**src/rtl/uart_tx_gen2_if.sv**
```systemverilog
// Host-side valid/ready character channel feeding the uart_tx_gen2 transmitter.
interface uart_tx_gen2_if #(
  parameter int unsigned DATA_WIDTH = 8
);
  logic                  valid;
  logic                  ready;
  logic [DATA_WIDTH-1:0] p_data_in;

  modport master (output valid, output p_data_in, input ready);
  modport slave  (input valid, input p_data_in, output ready);
endinterface

```
**src/rtl/uart_tx_gen2.sv**
```systemverilog
// UART transmitter: buffer FIFO or one-entry direct register feeding a frame engine
// with runtime character length, parity, stop length and break generation.
module uart_tx_gen2 #(
  parameter  int unsigned DATA_WIDTH = 8,
  parameter  int unsigned SAMPLING   = 16,
  parameter  int unsigned FIFO_DEPTH = 16,
  localparam int unsigned LVL_W      = $clog2(FIFO_DEPTH) + 1
) (
  input  logic             clk,
  input  logic             reset,
  input  logic             bclk,
  input  logic             mode,
  input  logic [3:0]       char_len,
  input  logic [1:0]       parity_select,
  input  logic [1:0]       stop_select,
  input  logic             break_req,
  input  logic             flush,
  uart_tx_gen2_if.slave    bus,
  output logic             s_data_out,
  output logic             busy,
  output logic [LVL_W-1:0] fifo_level,
  output logic             overflow
);

  localparam int unsigned PTR_W  = $clog2(FIFO_DEPTH);
  localparam int unsigned TICK_W = $clog2(2 * SAMPLING) + 1;
  localparam logic [TICK_W-1:0] T_ONE  = TICK_W'(SAMPLING);
  localparam logic [TICK_W-1:0] T_TWO  = TICK_W'(2 * SAMPLING);
  localparam logic [TICK_W-1:0] T_HALF = TICK_W'((3 * SAMPLING) / 2);

  typedef enum logic [2:0] {S_IDLE, S_START, S_DATA, S_PARITY, S_STOP, S_BREAK} state_t;

  state_t                r_state;
  logic [DATA_WIDTH-1:0] r_mem [FIFO_DEPTH];
  logic [PTR_W-1:0]      r_wr_ptr, r_rd_ptr;
  logic [LVL_W-1:0]      r_level;
  logic                  r_pend_vld;
  logic [DATA_WIDTH-1:0] r_pend_data;
  logic                  r_run, r_ovf;
  logic [TICK_W-1:0]     r_tick, r_stop_len;
  logic [3:0]            r_len, r_bit_cnt;
  logic [1:0]            r_par_sel;
  logic                  r_par_bit;
  logic [DATA_WIDTH-1:0] r_shift;
  logic                  r_tx, r_busy;

  logic                  w_fifo_empty, w_full, w_ready, w_push, w_dpush, w_avail;
  logic                  w_bit_end, w_stop_end, w_launch, w_pop, w_take_pend;
  logic [3:0]            w_len;
  logic [DATA_WIDTH-1:0] w_char;
  logic                  w_par_x, w_par_bit;
  logic [TICK_W-1:0]     w_stop_len;

  assign w_fifo_empty = (r_level == '0);
  assign w_full       = (r_level == LVL_W'(FIFO_DEPTH));
  assign w_ready      = r_run & (mode ? ((r_state == S_IDLE) & ~r_pend_vld & w_fifo_empty)
                                      : ~w_full);
  assign w_push       = bus.valid & w_ready & ~mode & ~flush;
  assign w_dpush      = bus.valid & w_ready & mode;
  assign w_avail      = ~w_fifo_empty | r_pend_vld;
  assign w_bit_end    = (r_tick == T_ONE - TICK_W'(1));
  assign w_stop_end   = (r_tick == r_stop_len - TICK_W'(1));
  assign w_launch     = bclk & w_avail & ~break_req &
                        ((r_state == S_IDLE) | ((r_state == S_STOP) & w_stop_end));
  // FIFO content is older than anything in the pending register, so it drains first.
  assign w_pop        = w_launch & ~w_fifo_empty;
  assign w_take_pend  = w_launch & w_fifo_empty;
  assign w_char       = w_fifo_empty ? r_pend_data : r_mem[r_rd_ptr];

  assign w_len = (char_len < 4'd5)                 ? 4'd5 :
                 (char_len > 4'(DATA_WIDTH))       ? 4'(DATA_WIDTH) : char_len;

  always_comb begin
    w_par_x = 1'b0;
    for (int unsigned i = 0; i < DATA_WIDTH; i++) begin
      if (4'(i) < w_len) w_par_x = w_par_x ^ w_char[i];
    end
  end

  always_comb begin
    w_par_bit  = 1'b1;
    w_stop_len = T_TWO;
    case (parity_select)
      2'b01:   w_par_bit = ~w_par_x;
      2'b10:   w_par_bit = w_par_x;
      default: w_par_bit = 1'b1;
    endcase
    case (stop_select)
      2'b00:   w_stop_len = T_ONE;
      2'b10:   w_stop_len = T_HALF;
      default: w_stop_len = T_TWO;
    endcase
  end

  assign bus.ready  = w_ready;
  assign s_data_out = r_tx;
  assign busy       = r_busy;
  assign fifo_level = r_level;
  assign overflow   = r_ovf;

  always_ff @(posedge clk) begin
    if (w_push) r_mem[r_wr_ptr] <= bus.p_data_in;
  end

  // Buffer bookkeeping: pointers, level, pending register, overflow flag.
  always_ff @(posedge clk or negedge reset) begin
    if (!reset) begin
      r_wr_ptr    <= '0;
      r_rd_ptr    <= '0;
      r_level     <= '0;
      r_pend_vld  <= 1'b0;
      r_pend_data <= '0;
      r_run       <= 1'b0;
      r_ovf       <= 1'b0;
    end else begin
      r_run <= 1'b1;
      if (flush) begin
        r_wr_ptr <= '0;
        r_rd_ptr <= '0;
        r_level  <= '0;
        r_ovf    <= 1'b0;
      end else begin
        if (w_push) r_wr_ptr <= r_wr_ptr + PTR_W'(1);
        if (w_pop)  r_rd_ptr <= r_rd_ptr + PTR_W'(1);
        if (w_push & ~w_pop)      r_level <= r_level + LVL_W'(1);
        else if (~w_push & w_pop) r_level <= r_level - LVL_W'(1);
        if (r_run & bus.valid & ~w_ready & ~mode) r_ovf <= 1'b1;
      end
      if (w_dpush) begin
        r_pend_vld  <= 1'b1;
        r_pend_data <= bus.p_data_in;
      end else if (w_take_pend) begin
        r_pend_vld  <= 1'b0;
      end
    end
  end

  // Frame engine; a launch at the end of the case overrides the IDLE/STOP exits.
  always_ff @(posedge clk or negedge reset) begin
    if (!reset) begin
      r_state    <= S_IDLE;
      r_tick     <= '0;
      r_stop_len <= T_ONE;
      r_len      <= 4'd8;
      r_bit_cnt  <= '0;
      r_par_sel  <= '0;
      r_par_bit  <= 1'b0;
      r_shift    <= '0;
      r_tx       <= 1'b1;
      r_busy     <= 1'b0;
    end else if (bclk) begin
      unique case (r_state)
        S_IDLE: begin
          if (break_req) begin
            r_state <= S_BREAK;
            r_tx    <= 1'b0;
            r_busy  <= 1'b1;
          end
        end
        S_START: begin
          if (w_bit_end) begin
            r_tick    <= '0;
            r_bit_cnt <= '0;
            r_state   <= S_DATA;
            r_tx      <= r_shift[0];
          end else begin
            r_tick <= r_tick + TICK_W'(1);
          end
        end
        S_DATA: begin
          if (w_bit_end) begin
            r_tick <= '0;
            if (r_bit_cnt == r_len - 4'd1) begin
              if (r_par_sel != 2'b00) begin
                r_state <= S_PARITY;
                r_tx    <= r_par_bit;
              end else begin
                r_state <= S_STOP;
                r_tx    <= 1'b1;
              end
            end else begin
              r_bit_cnt <= r_bit_cnt + 4'd1;
              r_shift   <= r_shift >> 1;
              r_tx      <= r_shift[1];
            end
          end else begin
            r_tick <= r_tick + TICK_W'(1);
          end
        end
        S_PARITY: begin
          if (w_bit_end) begin
            r_tick  <= '0;
            r_state <= S_STOP;
            r_tx    <= 1'b1;
          end else begin
            r_tick <= r_tick + TICK_W'(1);
          end
        end
        S_STOP: begin
          if (w_stop_end) begin
            r_tick <= '0;
            if (break_req) begin
              r_state <= S_BREAK;
              r_tx    <= 1'b0;
            end else begin
              r_state <= S_IDLE;
              r_tx    <= 1'b1;
              r_busy  <= 1'b0;
            end
          end else begin
            r_tick <= r_tick + TICK_W'(1);
          end
        end
        S_BREAK: begin
          // Mark-after-break is always one full bit period.
          if (!break_req) begin
            r_state    <= S_STOP;
            r_tick     <= '0;
            r_stop_len <= T_ONE;
            r_tx       <= 1'b1;
          end
        end
        default: r_state <= S_IDLE;
      endcase

      if (w_launch) begin
        r_state    <= S_START;
        r_tick     <= '0;
        r_bit_cnt  <= '0;
        r_shift    <= w_char;
        r_len      <= w_len;
        r_par_sel  <= parity_select;
        r_par_bit  <= w_par_bit;
        r_stop_len <= w_stop_len;
        r_tx       <= 1'b0;
        r_busy     <= 1'b1;
      end
    end
  end

endmodule

```
**src/flat_wrapper.sv**
```systemverilog
// flat-port wrapper written by rule: the top's interface ports become plain ports
module uart_tx_gen2_flat 
#(
  parameter  int unsigned DATA_WIDTH = 8,
  parameter  int unsigned SAMPLING   = 16,
  parameter  int unsigned FIFO_DEPTH = 16,
  localparam int unsigned LVL_W      = $clog2(FIFO_DEPTH) + 1
)
  (clk, reset, bclk, mode, char_len, parity_select, stop_select, break_req, flush, s_data_out, busy, fifo_level, overflow, bus_valid, bus_p_data_in, bus_ready);
  uart_tx_gen2_if #(.DATA_WIDTH(DATA_WIDTH)) bus_i ();
  input  logic clk;
  input  logic reset;
  input  logic bclk;
  input  logic mode;
  input  logic [3:0] char_len;
  input  logic [1:0] parity_select;
  input  logic [1:0] stop_select;
  input  logic break_req;
  input  logic flush;
  output logic s_data_out;
  output logic busy;
  output logic [LVL_W-1:0] fifo_level;
  output logic overflow;
  input wire logic [$bits(bus_i.valid)-1:0] bus_valid;
  input wire logic [$bits(bus_i.p_data_in)-1:0] bus_p_data_in;
  output wire logic [$bits(bus_i.ready)-1:0] bus_ready;
  assign bus_i.valid = bus_valid;
  assign bus_i.p_data_in = bus_p_data_in;
  assign bus_ready = bus_i.ready;
  uart_tx_gen2 #(.DATA_WIDTH(DATA_WIDTH), .SAMPLING(SAMPLING), .FIFO_DEPTH(FIFO_DEPTH)) u_core (.clk(clk), .reset(reset), .bclk(bclk), .mode(mode), .char_len(char_len), .parity_select(parity_select), .stop_select(stop_select), .break_req(break_req), .flush(flush), .bus(bus_i), .s_data_out(s_data_out), .busy(busy), .fifo_level(fifo_level), .overflow(overflow));
endmodule
```
**config.mk**
```make
export PLATFORM = sky130hd
export DESIGN_NAME = uart_tx_gen2_flat
export DESIGN_NICKNAME = d
export VERILOG_FILES = /design/src/rtl/uart_tx_gen2_if.sv /design/src/rtl/uart_tx_gen2.sv /design/src/flat_wrapper.sv
export SDC_FILE = /design/constraint.sdc
export NUM_CORES = 1
export LEC_CHECK = 0
export ABC_AREA = 1
export ABC_CLOCK_PERIOD_IN_PS = 4400
export CORE_MARGIN = 5
export CORE_UTILIZATION = 45
export DETAILED_ROUTE_END_ITERATION = 8
export PLACE_DENSITY = 0.65
export SLEW_MARGIN = 15
export SYNTH_ARGS = -nofsm -noshare
export SYNTH_HDL_FRONTEND = slang
export SYNTH_SLANG_ARGS = --single-unit
```
**constraint.sdc**
```tcl
create_clock -name clk -period 4.4 [get_ports clk]
set_clock_uncertainty 0.15 [all_clocks]
set_input_delay 0.88 -clock clk [delete_from_list [all_inputs] [get_ports clk]]
set_output_delay 0.88 -clock clk [all_outputs]
set_load 0.02 [all_outputs]
```
Word level (Yosys, flattened, before mapping)
Memory sizes are Yosys's and may differ from the RTL's.
Cells that the tools add are included.
W data, S select, Z words.
{ "totals": {"register_bits": 60, "latch_bits": 0, "mem_bits_rw": 128, "mem_bits_ro": 0, "input_bits": 23, "word_cells": 192, "n_memories": 1} }
{ "memory_table": {"columns": ["name", "depth", "word_bits", "read_ports", "rd_clocked_by_memory_dff", "wr", "line_no", "text"], "rows": [
  ["u_core.r_mem", 16, 8, 1, 0, 1, "uart_tx_gen2.sv:34", "logic [DATA_WIDTH-1:0] r_mem [FIFO_DEPTH];"]
]} }
{ "classes": {"addsub": 8, "n_mul": 0, "div_mod_pow": 0, "n_lt_le_gt_ge": 10, "n_eq_ne": 23, "shifts": 0, "mux": 71, "bitwise": 37, "reduce_logical": 25} }
{ "op_table": {"columns": ["op", "count"], "rows": [
  ["$mux W6", 7],
  ["$mux W4", 10],
  ["$mux W8", 5],
  ["$mux W3", 10],
  ["$mux W1", 29],
  ["$and A1 B1 Y1", 18],
  ["$pmux W3 S6", 1],
  ["$pmux W6 S3", 1],
  ["$lt A3 B4 Y1 const A", 4],
  ["$reduce_and A8 Y1", 2],
  ["$reduce_bool A2 Y1", 8],
  ["$mux W5", 3],
  ["$ne A3 B1 Y1 const B", 5],
  ["$add A4 B1 Y4 const B", 3],
  ["$ne A3 B2 Y1 const B", 4],
  ["$pmux W6 S2", 1],
  ["$not A1 Y1", 10],
  ["$reduce_and A5 Y1", 2],
  ["$reduce_bool A3 Y1", 3],
  ["$lt A1 B4 Y1 const A", 2],
  ["$lt A2 B4 Y1 const A", 2],
  ["$pmux W4 S2", 1],
  ["$reduce_bool A7 Y1", 1],
  ["$xor A1 B1 Y1", 7],
  ["other kinds (28)", 35]
]} }

Logic depth before layout (Yosys ltp)
Gate-level depths: netlist of run 1.
{ "logic_depth": {"depth_word": 21, "depth_mapped": 22, "ltp_nobuf": 20} }

Worst setup path before layout of run 1
OpenSTA, ideal clock, no wires.
{ "synth_timing": {"kind": "register to register", "startpoint": "register u_core.r_level[0] (netlist: u_core.fifo_level[0])", "endpoint": "register u_core.r_level[4] (netlist: u_core.fifo_level[4])", "setup_time_ns": 0.126, "t_arrival_ns": 2.837, "path_slack_ns": 1.287, "stages_incl_launch_ff": 18, "path_buffers": 0, "synth_period_minus_slack_ns": 3.113, "cell_sequence": "dfrtp_1 > inv_1 > nand3_2 > nor2_4 > inv_2 > or2_1 > o21ai_1 > nand2_1 > nor2_4 > nand3_4 > nor2_8 > nand2_4 > ha_1 > nand2_1 > o21ai_0 > xor2_1 > xor2_1 > o22ai_1"} }
{ "synth_between": {"word_cells_on_any_way": 25, "classes_between": "2 x add/sub; 1 x eq/ne; 4 x mux; 16 x bitwise; 2 x reduce/logical"} }
{ "synth_lines": {"columns": ["element", "line_no", "text"], "rows": [
  ["start: declaration", "uart_tx_gen2.sv:36", "logic [LVL_W-1:0] r_level;"],
  ["start signal: assignment", "uart_tx_gen2.sv:125", "if (w_push & ~w_pop) r_level <= r_level + LVL_W'(1);"],
  ["start signal: assignment", "uart_tx_gen2.sv:126", "else if (~w_push & w_pop) r_level <= r_level - LVL_W'(1);"],
  ["$logic_not A5 Y1 or $eq A5 B5 Y1 (tied branches)", "uart_tx_gen2.sv:54, uart_tx_gen2.sv:55", null],
  ["$and A1 B1 Y1 or $not A1 Y1 (tied branches)", "uart_tx_gen2.sv:56, uart_tx_gen2.sv:57", null],
  ["$mux W1 *", "uart_tx_gen2.sv:56", "assign w_ready = r_run & (mode ? ((r_state == S_IDLE) & ~r_pend_vld & w_fifo_empty)"],
  ["$and A1 B1 Y1 *", "uart_tx_gen2.sv:56", null],
  ["via bus_ready", "flat_wrapper.sv:26", "output wire logic [$bits(bus_i.ready)-1:0] bus_ready;"],
  ["$and A1 B1 Y1 * (3 in series)", "uart_tx_gen2.sv:58", "assign w_push = bus.valid & w_ready & ~mode & ~flush;"],
  ["$and A1 B1 Y1 or $not A1 Y1 (tied branches)", "uart_tx_gen2.sv:125, uart_tx_gen2.sv:126", null],
  ["$mux W5 or $and A1 B1 Y1 (tied branches)", "uart_tx_gen2.sv:125, uart_tx_gen2.sv:126", null],
  ["$mux W5 or $reduce_bool A3 Y1 (tied branches)", null, null]
]} }
Mark *: on every way through the listed nets, which the timed path passes. The rest lies on a longest branch. The select of a mux whose other input is x is not followed.
A chain may end at the register's enable or synchronous reset.

Worst setup path in the final report of run 1
{ "layout_timing": {"startpoint": "register u_core.r_level[3] (netlist: u_core.fifo_level[3])", "endpoint": "output bus_ready"} }
{ "layout_between": {"elab_chain_len": 4, "word_cells_on_any_way": 6, "classes_between": "1 x eq/ne; 1 x mux; 3 x bitwise; 1 x reduce/logical"} }
{ "layout_rtl": {"columns": ["element", "line_no"], "rows": [
  ["$logic_not A5 Y1 or $eq A5 B5 Y1 (tied branches)", "uart_tx_gen2.sv:54, uart_tx_gen2.sv:55"],
  ["$and A1 B1 Y1 or $not A1 Y1 (tied branches)", "uart_tx_gen2.sv:56, uart_tx_gen2.sv:57"],
  ["$mux W1 *", "uart_tx_gen2.sv:56"],
  ["$and A1 B1 Y1 *", "uart_tx_gen2.sv:56"],
  ["end: declaration", "flat_wrapper.sv:26"]
]} }
Mark *: on every way between the ends. The rest lies on a longest branch, timed or not.

==> results.md, run 1 <==
- Fraction of the yosys area taken by sequential cells: 0.595
- Die H: 150 um
- First-pass GRT wire length: 31300 um
- Layout Cells excl Fill: 1258
- CTS sink count: 185
- CP Class: flop to output pin
- Max Cap Viol: 0
- Post-Syn Nets: 989
- Synth async-reset ratio: 0.308
- CP max-delay cell: clkdlybuf4s50_1
- Min-delay worst type: flop to flop
- H-Tree Depth: 4
- Clock slew at reported path FFs: 0.07 ns
- Arrival time worst endpoint: 2.94 ns
- Top cell type's share of synthesized area: 0.434
- Setup Total Neg Slack: 0 ns
- GPL Wtd Cong: 0.817
- Initial antenna violation count: 0
- DRT antenna net count: 0
- Synth unique cells: 45
- Critical-path cell list: nor2_1 > nand3_2 > nor2_4 > inv_2 > or2_1 > o21ai_1 > nand2_1 > nor2_4 > clkdlybuf4s50_1
- Status: finished, final reports clean
- Main combinational cell family by area after synthesis: simple AND/OR/NAND/NOR gates
- CP Launch Type: flop
- Endpoints failing hold: 0
- Cts hold-fix bufs: 0
- Drt drc: 0
- Final setup violation count: 0
- Pre-CTS worst setup slack: 0.535 ns
- Die area: 0.0226 mm2
- Post-Synth XOR/XNOR Area: 0.0138
- IO Pins: 32
- Worst slew pin tran: 1.04 ns
- Fin Hold WS: 0.342 ns
- Root buffer cell: clkbuf_16
- Max VDD drop: 259 uV
- R2R Path Start: u_core.fifo_level[3]$_DFFE_PN0P_
- Final worst path period need: 3.97 ns
- Grt total ovfl: 0
- Vias: 6314
- Post-CTS Resized: 0
- First-pass DRT Iterations: 5
- Most used cell, CP: nor2_4
- Cell count after placement: 1226
- Worst hold path cell count: 2
- Wire length on met1: 8660 um
- Simple-Gate Fraction of Synth Area: 0.240
- Fraction of layout cells with a size suffix above 1: 0.0745
- Final Util: 0.517
- Cell Area, Synth: 0.00886 mm2
- HPWL Detailed: 12800 um
- Worst Path Required: 3.37 ns
- Ys flop type: edfxtp_1
- Synth area leader: edfxtp_1
- Period utilisation layout: 0.901
- Via density: 5.02
- Num CTS Buffers: 17
- HP Start: u_core.r_stop_len[4]$_DFFE_PN1P_
- Vias in the first global route: 5959
- Largest stage delay, worst path: 0.63 ns
- Commonest cells in the netlist: nand2_1 (285), edfxtp_1 (128), nand3_1 (124)
- Post-synthesis register bit count: 185
- Compound-Gate Fraction of Synth Area: 0.0537
- Max clock buf depth: 2
- Mux contribution to synthesized area: 0.00551
- Type of destination of the critical path: output pin
- Worst-path maximum fanout: 18
- GRT Util Overall: 0.182
- Post-Route WL: 19600 um
- Postcts setup bufs: 0
- Final WS setup: 0.435 ns
- Port Buffers: 31
- Metal2 WL: 9550 um
- Worst skew pair latency: 0.44 ns
- FMAX: 252 MHz
- Largest net degree at the start of global routing: 67
- DRT iter0 DRCs: 418
- Largest cells by area after synthesis: edfxtp_1 (43%), dfrtp_1 (15%), nand2_1 (12%), nand3_1 (7.0%), inv_1 (5.0%)
- RR Endpoint: u_core.fifo_level[4]$_DFFE_PN0P_
- Mapped Cells: 951
- DR top layer: met4
- Synth warn: 0
- Most numerous cell in the Yosys netlist: nand2_1
- Reg-to-reg slack, setup: 0.75 ns
- Syn_area_per_cell: 9.32 um2
- PwrDens: 508 mW/mm2
- Number of flops mapped to enable cells by yosys: 128
- Rows: 51
- FF-to-FF path depth: 17
- Die W: 150 um
- Static leakage: 4.29 nW
- Initial Utilization: 0.457
- RSZ-0062 raised after global routing: false
- Relative slew slack: 0.305
- Adder-Cell Fraction of Synth Area: 0.0220
- Synth-to-layout area growth: 13.3%
- WHS Endpoint: u_core.r_stop_len[4]$_DFFE_PN1P_
- CTS tree: built
- Met3 routed WL: 1010 um
- Core ar.: 0.0194 mm2
- Fin. max-slew vios: 0
- Final nets: 1018
- Avg WL per Cell: 15.6 um
- N_diodes: 0
## layout by cell type (no fill, tap or decap), types with 2 or more instances in the layout
cell type	synthesis	layout
a211oi_1	2	2
a21oi_1	22	22
buf_4	1	11
clkbuf_16	0	17
clkdlybuf4s50_1	0	30
clkinv_1	3	4
clkinv_8	0	4
dfrtp_1	54	53
dfstp_2	3	3
edfxtp_1	128	128
ha_1	14	14
inv_1	119	118
inv_2	4	5
inv_6	0	3
inv_8	0	4
mux2_2	3	3
nand2_1	285	285
nand2_4	3	3
nand3_1	124	124
nand4_1	2	2
nor2_1	46	46
nor2_4	4	4
nor3_1	11	11
o211ai_1	4	4
o21a_1	2	2
o21ai_0	40	40
o21ai_1	4	4
o22ai_1	8	8
or2_2	4	4
xnor2_1	8	8
xor2_1	6	6
## per-layer routing
| metal | GRT usage | vias up |
|---|---|---|
| li1 | - | 3184 |
| met1 | 0.242 | 2967 |
| met2 | 0.300 | 138 |
| met3 | 0.0397 | 25 |
| met4 | 0.0567 | 0 |
| met5 | 0 | - |
## worst max-delay path, delay by kind of cell (launching register included)
kind | cells | cell delay (ns)
AO/OA/AOI/OAI | 1 | 0.13
AND/OR/NAND/NOR | 6 | 1.11
flip-flops | 1 | 0.42
buffers and inverters | 2 | 0.83
## how the worst max path moves through the flow
stage | endpoint | slack (ns) | cells past startpoint | start
CTS | bus_ready | 0.40 | 9 | u_core.fifo_level[3]$_DFFE_PN0P_
global route | bus_ready | 0.16 | 9 | u_core.fifo_level[3]$_DFFE_PN0P_
detailed placement | u_core.fifo_level[4]$_DFFE_PN0P_ | 0.54 | 15 | bclk
finish | bus_ready | 0.43 | 9 | u_core.fifo_level[3]$_DFFE_PN0P_
floorplan | u_core.fifo_level[4]$_DFFE_PN0P_ | 1.29 | 17 | u_core.fifo_level[0]$_DFFE_PN0P_
global placement | u_core.fifo_level[4]$_DFFE_PN0P_ | 0.59 | 15 | bclk
## where the power goes
part | switching (mW) | internal [mW]
clock network | 0.757 | 0.769
registers | 0.137 | 2.06
logic | 0.854 | 0.516
total | 1.75 | 3.34
## registers in the layout, indices dropped and copies added, names as in the netlist
signal,count
u_core.r_tick,6
u_core.fifo_level,5
u_core.r_stop_len,3
u_core.s_data_out,1
u_core.r_len,4
u_core.r_run,1
u_core.r_pend_vld,1
u_core.overflow,1
u_core.r_state,3
u_core.r_wr_ptr,4
u_core.r_par_bit,1
u_core.r_par_sel,2
u_core.r_rd_ptr,4
u_core.r_pend_data,8
u_core.r_shift,8
u_core.r_mem,128
u_core.r_bit_cnt,4
u_core.busy,1
## per-stage QoR
stage / power [mW] / area, um2
after floorplan: 3.24 / 8860
after global placement: 3.57 / 9440
after detailed placement: 3.60 / 9440
after CTS: 5.13 / 10000
after global routing: 5.42 / 10000
final: 5.09 / 10000
## cell families (layout without fill, tap and decap cells)
family,count (synthesis),in the layout
simple gates,488,488
flops,185,185
buf+inv,158,200
compound gates,86,86
fa+ha+maj,15,15
xor+xnor,14,14
mux,4,4
other cells,1,1
## final cells by class
class	instances	area (um2)
fillers	1815	9360
flip-flops and latches	185	5280
multi-input cells	608	2970
inverters	126	473
clock buffers	17	425
repair buffers	42	388
well taps	265	332
clock inverters	15	173
Power figures use the tool's default switching activity.
==> run 2: changes to the inputs <==
ABC_CLOCK_PERIOD_IN_PS = 3900   (was 4400)
CTS_CLUSTER_DIAMETER = 150   (was unset)
clock period = 3.9 ns   (was 4.4 ns; I/O delays follow)
==> results.md, run 2 (same netlist as run 1, synthesis figures left out) <==
- Most used cell, CP: nor2_4
- Cell count after placement: 1234 (+0.65%)
- Root buffer cell: clkbuf_16
- Reg area: 0.00528 mm2 (unchanged)
- Largest net degree at the start of global routing: 67 (unchanged)
- Fin. max-slew vios: 0 (unchanged)
- Vias: 6407 (+1.5%)
- Max reg flops: 128 (unchanged)
- Cts hold-fix bufs: 0 (unchanged)
- Worst-path maximum fanout: 18 (unchanged)
- Drt drc: 0 (unchanged)
- Post-CTS Resized: 0 (unchanged)
- Setup Total Neg Slack: 0 ns (unchanged)
- Layout Cells excl Fill: 1267 (+0.72%)
- Initial antenna violation count: 0 (unchanged)
- DRT iter0 DRCs: 464 (+11%)
- FMAX: 278 MHz
- Final Util: 0.521 (+0.00368)
- Worst Path Required: 2.97 ns (-0.40 ns)
- Num CTS Buffers: 17 (unchanged)
- Die H: 150 um (unchanged)
- Reg-to-reg slack, setup: 0.61 ns (-0.14 ns)
- Worst slew pin tran: 0.846 ns (-0.197 ns)
- Core ar.: 0.0194 mm2 (unchanged)
- Endpoints failing hold: 0 (unchanged)
- Critical-path cell list: nor2_1 > nand3_2 > nor2_4 > inv_2 > or2_1 > o21ai_1 > nand2_1 > nor2_4 > clkdlybuf4s50_1
- Largest regs: u_core.r_mem x128, u_core.r_pend_data x8, u_core.r_shift x8
- WP depth: 9 (unchanged)
- FF-to-FF path depth: 17 (unchanged)
- N_diodes: 0 (unchanged)
- Die area: 0.0226 mm2 (unchanged)
- Final setup violation count: 0 (unchanged)
- DRT antenna net count: 0 (unchanged)
- Largest register by flop count: u_core.r_mem
- Port Buffers: 31 (unchanged)
- GRT Util Overall: 0.184 (+0.00237)
- HPWL Detailed: 12700 um (-0.66%)
- H-Tree Depth: 4 (unchanged)
- GPL Wtd Cong: 0.849 (+3.9%)
- Period utilisation layout: 0.921
- CP Class: flop to output pin
- Total power: 5.78 mW (+13%)
- Initial Utilization: 0.457 (unchanged)
- CP Launch Type: flop
- R2R Path Start: u_core.fifo_level[3]$_DFFE_PN0P_
- CTS sink count: 185 (unchanged)
- Max clock buf depth: 2 (unchanged)
- Worst skew pair latency: 0.44 ns (about the same)
- RR Endpoint: u_core.fifo_level[4]$_DFFE_PN0P_
- IO Pins: 32 (unchanged)
- Grt total ovfl: 0 (unchanged)
- Largest stage delay, worst path: 0.64 ns (about the same)
- Fill cells: 1791 (-1.3%)
- Critical path capture point: bus_ready
- RSZ-0062 raised after global routing: false
- Clock slew at reported path FFs: 0.07 ns (about the same)
- Static leakage: 4.34 nW (+1.1%)
- Cell family with the largest share of critical-path delay: simple AND/OR/NAND/NOR gates
- Post-Route WL: 19700 um (+0.90%)
- Via density: 5.06 (+0.75%)
- First-pass GRT wire length: 32000 um (+2.3%)
- Type of destination of the critical path: output pin
- Final nets: 1027 (+0.88%)
- Avg WL per Cell: 15.6 um (+0.18%)
- CP max-delay cell: clkdlybuf4s50_1
- Die W: 150 um (unchanged)
- Most frequent cells in the layout: nand2_1 (285), edfxtp_1 (128), nand3_1 (124)
- Final worst path period need: 3.59 ns
- Status: finished, final reports clean
- Max Cap Viol: 0 (unchanged)
- Vias in the first global route: 6023 (+1.1%)
- Arrival time worst endpoint: 2.66 ns (-0.28 ns)
- Max VDD drop: 478 uV (+84%)
- Relative slew slack: 0.435 (+0.130)
- Rows: 51 (unchanged)
- Critical path origin: u_core.fifo_level[3]$_DFFE_PN0P_
- First-pass DRT Iterations: 5 (unchanged)
- Area of the multi-input gates: 0.00297 mm2 (unchanged)
- Buf/Inv on CP: 2 (unchanged)
- Synth-to-layout area growth: 14.1%
- CTS tree: built
- Most common cell after layout, fill and taps aside: nand2_1
- PwrDens: 571 mW/mm2 (+13%)
- Fraction of layout cells with a size suffix above 1: 0.0818 (+0.00731)
- Min-delay worst type: input port to async pin
==> run 2: stage by stage <==
stage	setup WS, ns	hold slack (ns)	area, um2
floorplan	0.787	0.309	8860
global placement	0.331	0.326	9510
detailed placement	0.309	0.328	9510
CTS	0.0664	0.294	10100
global route	0.0943	0.339	10100
finish	0.308	0.284	10100
==> run 2: layer usage <==
metal  vias to the layer above  track usage  share of wire
met3                        24       0.0433          0.053
met5                         -            0              0
met1                      3034        0.247           0.44
met2                       156        0.299           0.49
li1                       3193            -              -
met4                         0       0.0576          0.017
==> run 2: final cells by class <==
cell class                      count  share of cell area
Tap cell                          265              0.0328
Clock inverter                     14              0.0158
Inverter                          126              0.0468
Timing Repair Buffer               51              0.0463
Multi-Input combinational cell    608               0.294
Clock buffer                       18              0.0425
Sequential cell                   185               0.522
==> run 2: worst min-delay path by stage <==
stage / to / slack [ns] / depth (start not counted)
floorplan: u_core.r_pend_vld$_DFFE_PN0P_ / 0.31 / 2
global placement: u_core.overflow$_DFFE_PN0P_ / 0.33 / 1
detailed placement: u_core.overflow$_DFFE_PN0P_ / 0.33 / 1
CTS: u_core.r_len[0]$_DFFE_PN0P_ / 0.29 / 1
global route: u_core.r_pend_data[1]$_DFFE_PN0P_ / 0.34 / 1
finish: u_core.r_len[1]$_DFFE_PN0P_ / 0.28 / 1
==> run 2: report_power, final <==
group / internal, mW / switching (mW)
Clock: 0.909 / 0.816
Combinational: 0.596 / 0.971
Sequential: 2.32 / 0.159
Total: 3.83 / 1.95
==> run 2: repair_timing <==
action / in CTS / in global routing
setup buffers: 0 / 1
hold endpoints to repair: 0 / 0
setup endpoints to repair: 0 / 1
==> RTL change: new RTL, config.mk and constraints of run 2 <==
Make the reset (`reset`) synchronous in 2 clocked blocks.
--- a/src/rtl/uart_tx_gen2.sv
+++ b/src/rtl/uart_tx_gen2.sv
@@ -103,7 +103,7 @@
   end
 
   // Buffer bookkeeping: pointers, level, pending register, overflow flag.
-  always_ff @(posedge clk or negedge reset) begin
+  always_ff @(posedge clk) begin
     if (!reset) begin
       r_wr_ptr    <= '0;
       r_rd_ptr    <= '0;
@@ -136,7 +136,7 @@
   end
 
   // Frame engine; a launch at the end of the case overrides the IDLE/STOP exits.
-  always_ff @(posedge clk or negedge reset) begin
+  always_ff @(posedge clk) begin
     if (!reset) begin
       r_state    <= S_IDLE;
       r_tick     <= '0;
Behaviour: differs if reset is asserted again (counterexample within 4 cycles, from zero or initial values and one cycle with reset low); with reset held inactive, the same outputs for 10 cycles.
==> RTL change against run 2 <==
Final area decreased by 1.1%; sequential cell count is 4 higher; first-iteration DRC count increased by 24%; via count up 3.2%; synthesized area is 0.82% lower; register-to-register slack worse by 0.20 ns; setup slack improved by 0.012 ns; utilization shrank 0.40 points; wire length increased by 0.55%; largest cell class unchanged.
Power is not compared: it rests on default switching activity, and its combinational part moved more than twofold at a synthesized area within 25%.
==> RTL change: results (changes against run 2) <==
- Leakage: 4.027 nW
- Synth cell count leaders: nand2_1 (291), edfxtp_1 (128), nand3_1 (124), inv_1 (115)
- Worst hold path class: flop to flop
- Top flop regs: u_core.r_mem (128), u_core.r_pend_data (8), u_core.r_shift (8)
- Final net count: 1062 (+3.4%)
- Synth top area cells: edfxtp_1 (44%), dfxtp_1 (14%), nand2_1 (12%)
- DR vias/cell: 5.082 (+0.50%)
- Status: completed
- Worst skew pair latency: 0.43 ns
- Netlist cell types: 47 (+4.4%)
- Switching part of the total: 25.26%
- M2 GR Usage: 28.87% (-1.0 points)
- Seq/Total Area, Yosys: 57.63% (-1.9 points)
- Total track usage: 18.38% (-0.065 points)
- Vias in the first global route: 6267 (+4.1%)
- Clk buf depth: 2 (unchanged)
- DR top layer: met4
- Reg clk slew, reported paths: about 0.06 ns
- Fin cells: 1301 (+2.7%)
- N_diodes: 0 (unchanged)
- Initial antenna violation count: 0 (unchanged)
- Share of cells above drive strength 1: 6.564% (-1.6 points)
- Post-synth EDFFs: 128 (unchanged)
- Initial DRC Count: 575 (+24%)
- Synthesized net count: 1030 (+4.1%)
- Wire length on met1: 9496 um (+9.8%)
- IO Port Bufs: 31 (unchanged)
- Max stage delay on crit path: 0.62 ns (-0.02 ns)
- Post-Syn Instances: 991 (+4.2%)
- Worst path top cell family by delay: simple AND/OR/NAND/NOR gates
- Slew @ Worst Pin: 1.039 ns (+0.1935 ns)
- Critical path peak fanout: 18 (unchanged)
- Post-synth ARST share: 0% (-31 points)
- Total CTS buffers: 17 (unchanged)
- Met2 Wirelength: 9113 um (-6.1%)
- Largest net degree at the start of global routing: 65 (-3.0%)
- Filler cells: 1775 (-0.89%)
- DRT Pass-1 Iters: 5 (unchanged)
- Met3 GRT Util: 4.088% (-0.25 points)
- Final wirelength: 19850 um (+0.55%)
- CTS Root Cell: clkbuf_16
- Worst path slowest cell: clkdlybuf4s50_1
- First-pass GRT wire length: 32340 um (+0.95%)
- Setup bufs post-CTS: 0 (unchanged)
- H-tree Lvls: 4 (unchanged)
- Met1 Resource Use GR: 25.89% (+1.2 points)
- Synth warnings: 0 (unchanged)
- Final GP Congestion: 0.8312 (-2.1%)
- HPWL after DPL: 12880 um (+1.3%)
- Main synth FF type: edfxtp_1
- Wire length on met3: 992 um (-5.8%)
- Post-CTS sizing: 0 (unchanged)
- Peak VDD IR: 0.3275 mV
[RTL change: worst paths after layout]
kind,cells past startpoint,end,slack (ns),start
max,10,bus_ready,0.32,u_core.fifo_level[0]$_SDFFE_PP0P_
min,2,u_core.r_pend_data[7]$_SDFFE_PN0P_,0.30,u_core.r_pend_data[7]$_SDFFE_PN0P_
min reg2reg,2,u_core.r_pend_data[7]$_SDFFE_PN0P_,0.30,u_core.r_pend_data[7]$_SDFFE_PN0P_
max reg2reg,21,u_core.fifo_level[4]$_SDFFE_PP0P_,0.41,u_core.fifo_level[0]$_SDFFE_PP0P_
[RTL change: stage by stage]
stage               instance area [um^2]  setup slack [ns]  power [mW]  utilization, %  hold slack [ns]
floorplan                           8788            0.6060       2.588               -           0.2797
global placement                    9385            0.2332       2.746           48.54           0.2904
detailed placement                  9385            0.2051       2.749           48.54           0.2930
CTS                                 9997            0.2974       4.529           51.71           0.3047
global route                        9997            0.1552       4.689           51.71           0.3241
finish                              9997            0.3206       4.506           51.71           0.3020
[RTL change: final cells by class]
type	count	share of cell area [%]
inverters	120	4.593
clock buffers	17	4.255
flip-flops and latches	189	50.68
repair buffers	49	4.456
multi-input cells	646	30.84
well taps	265	3.317
clock inverters	15	1.865
[RTL change: cell families after synthesis]
kind of cell	after synthesis	share of synthesized area [%]
flip-flops	189	57.63
AND/OR/NAND/NOR	507	24.66
AO/OA/AOI/OAI	109	6.663
XOR/XNOR	14	1.395
adder cells (fa/ha/maj)	16	2.363
buffers and inverters	156	7.289
[RTL change: power groups by stage]
stage	clock, mW	combinational (mW)	sequential (mW)
after floorplan	0	0.333	2.26
after global placement	0	0.487	2.26
after detailed placement	0	0.490	2.26
after CTS	1.82	0.492	2.21
after global routing	1.91	0.556	2.22
final	1.80	0.490	2.22
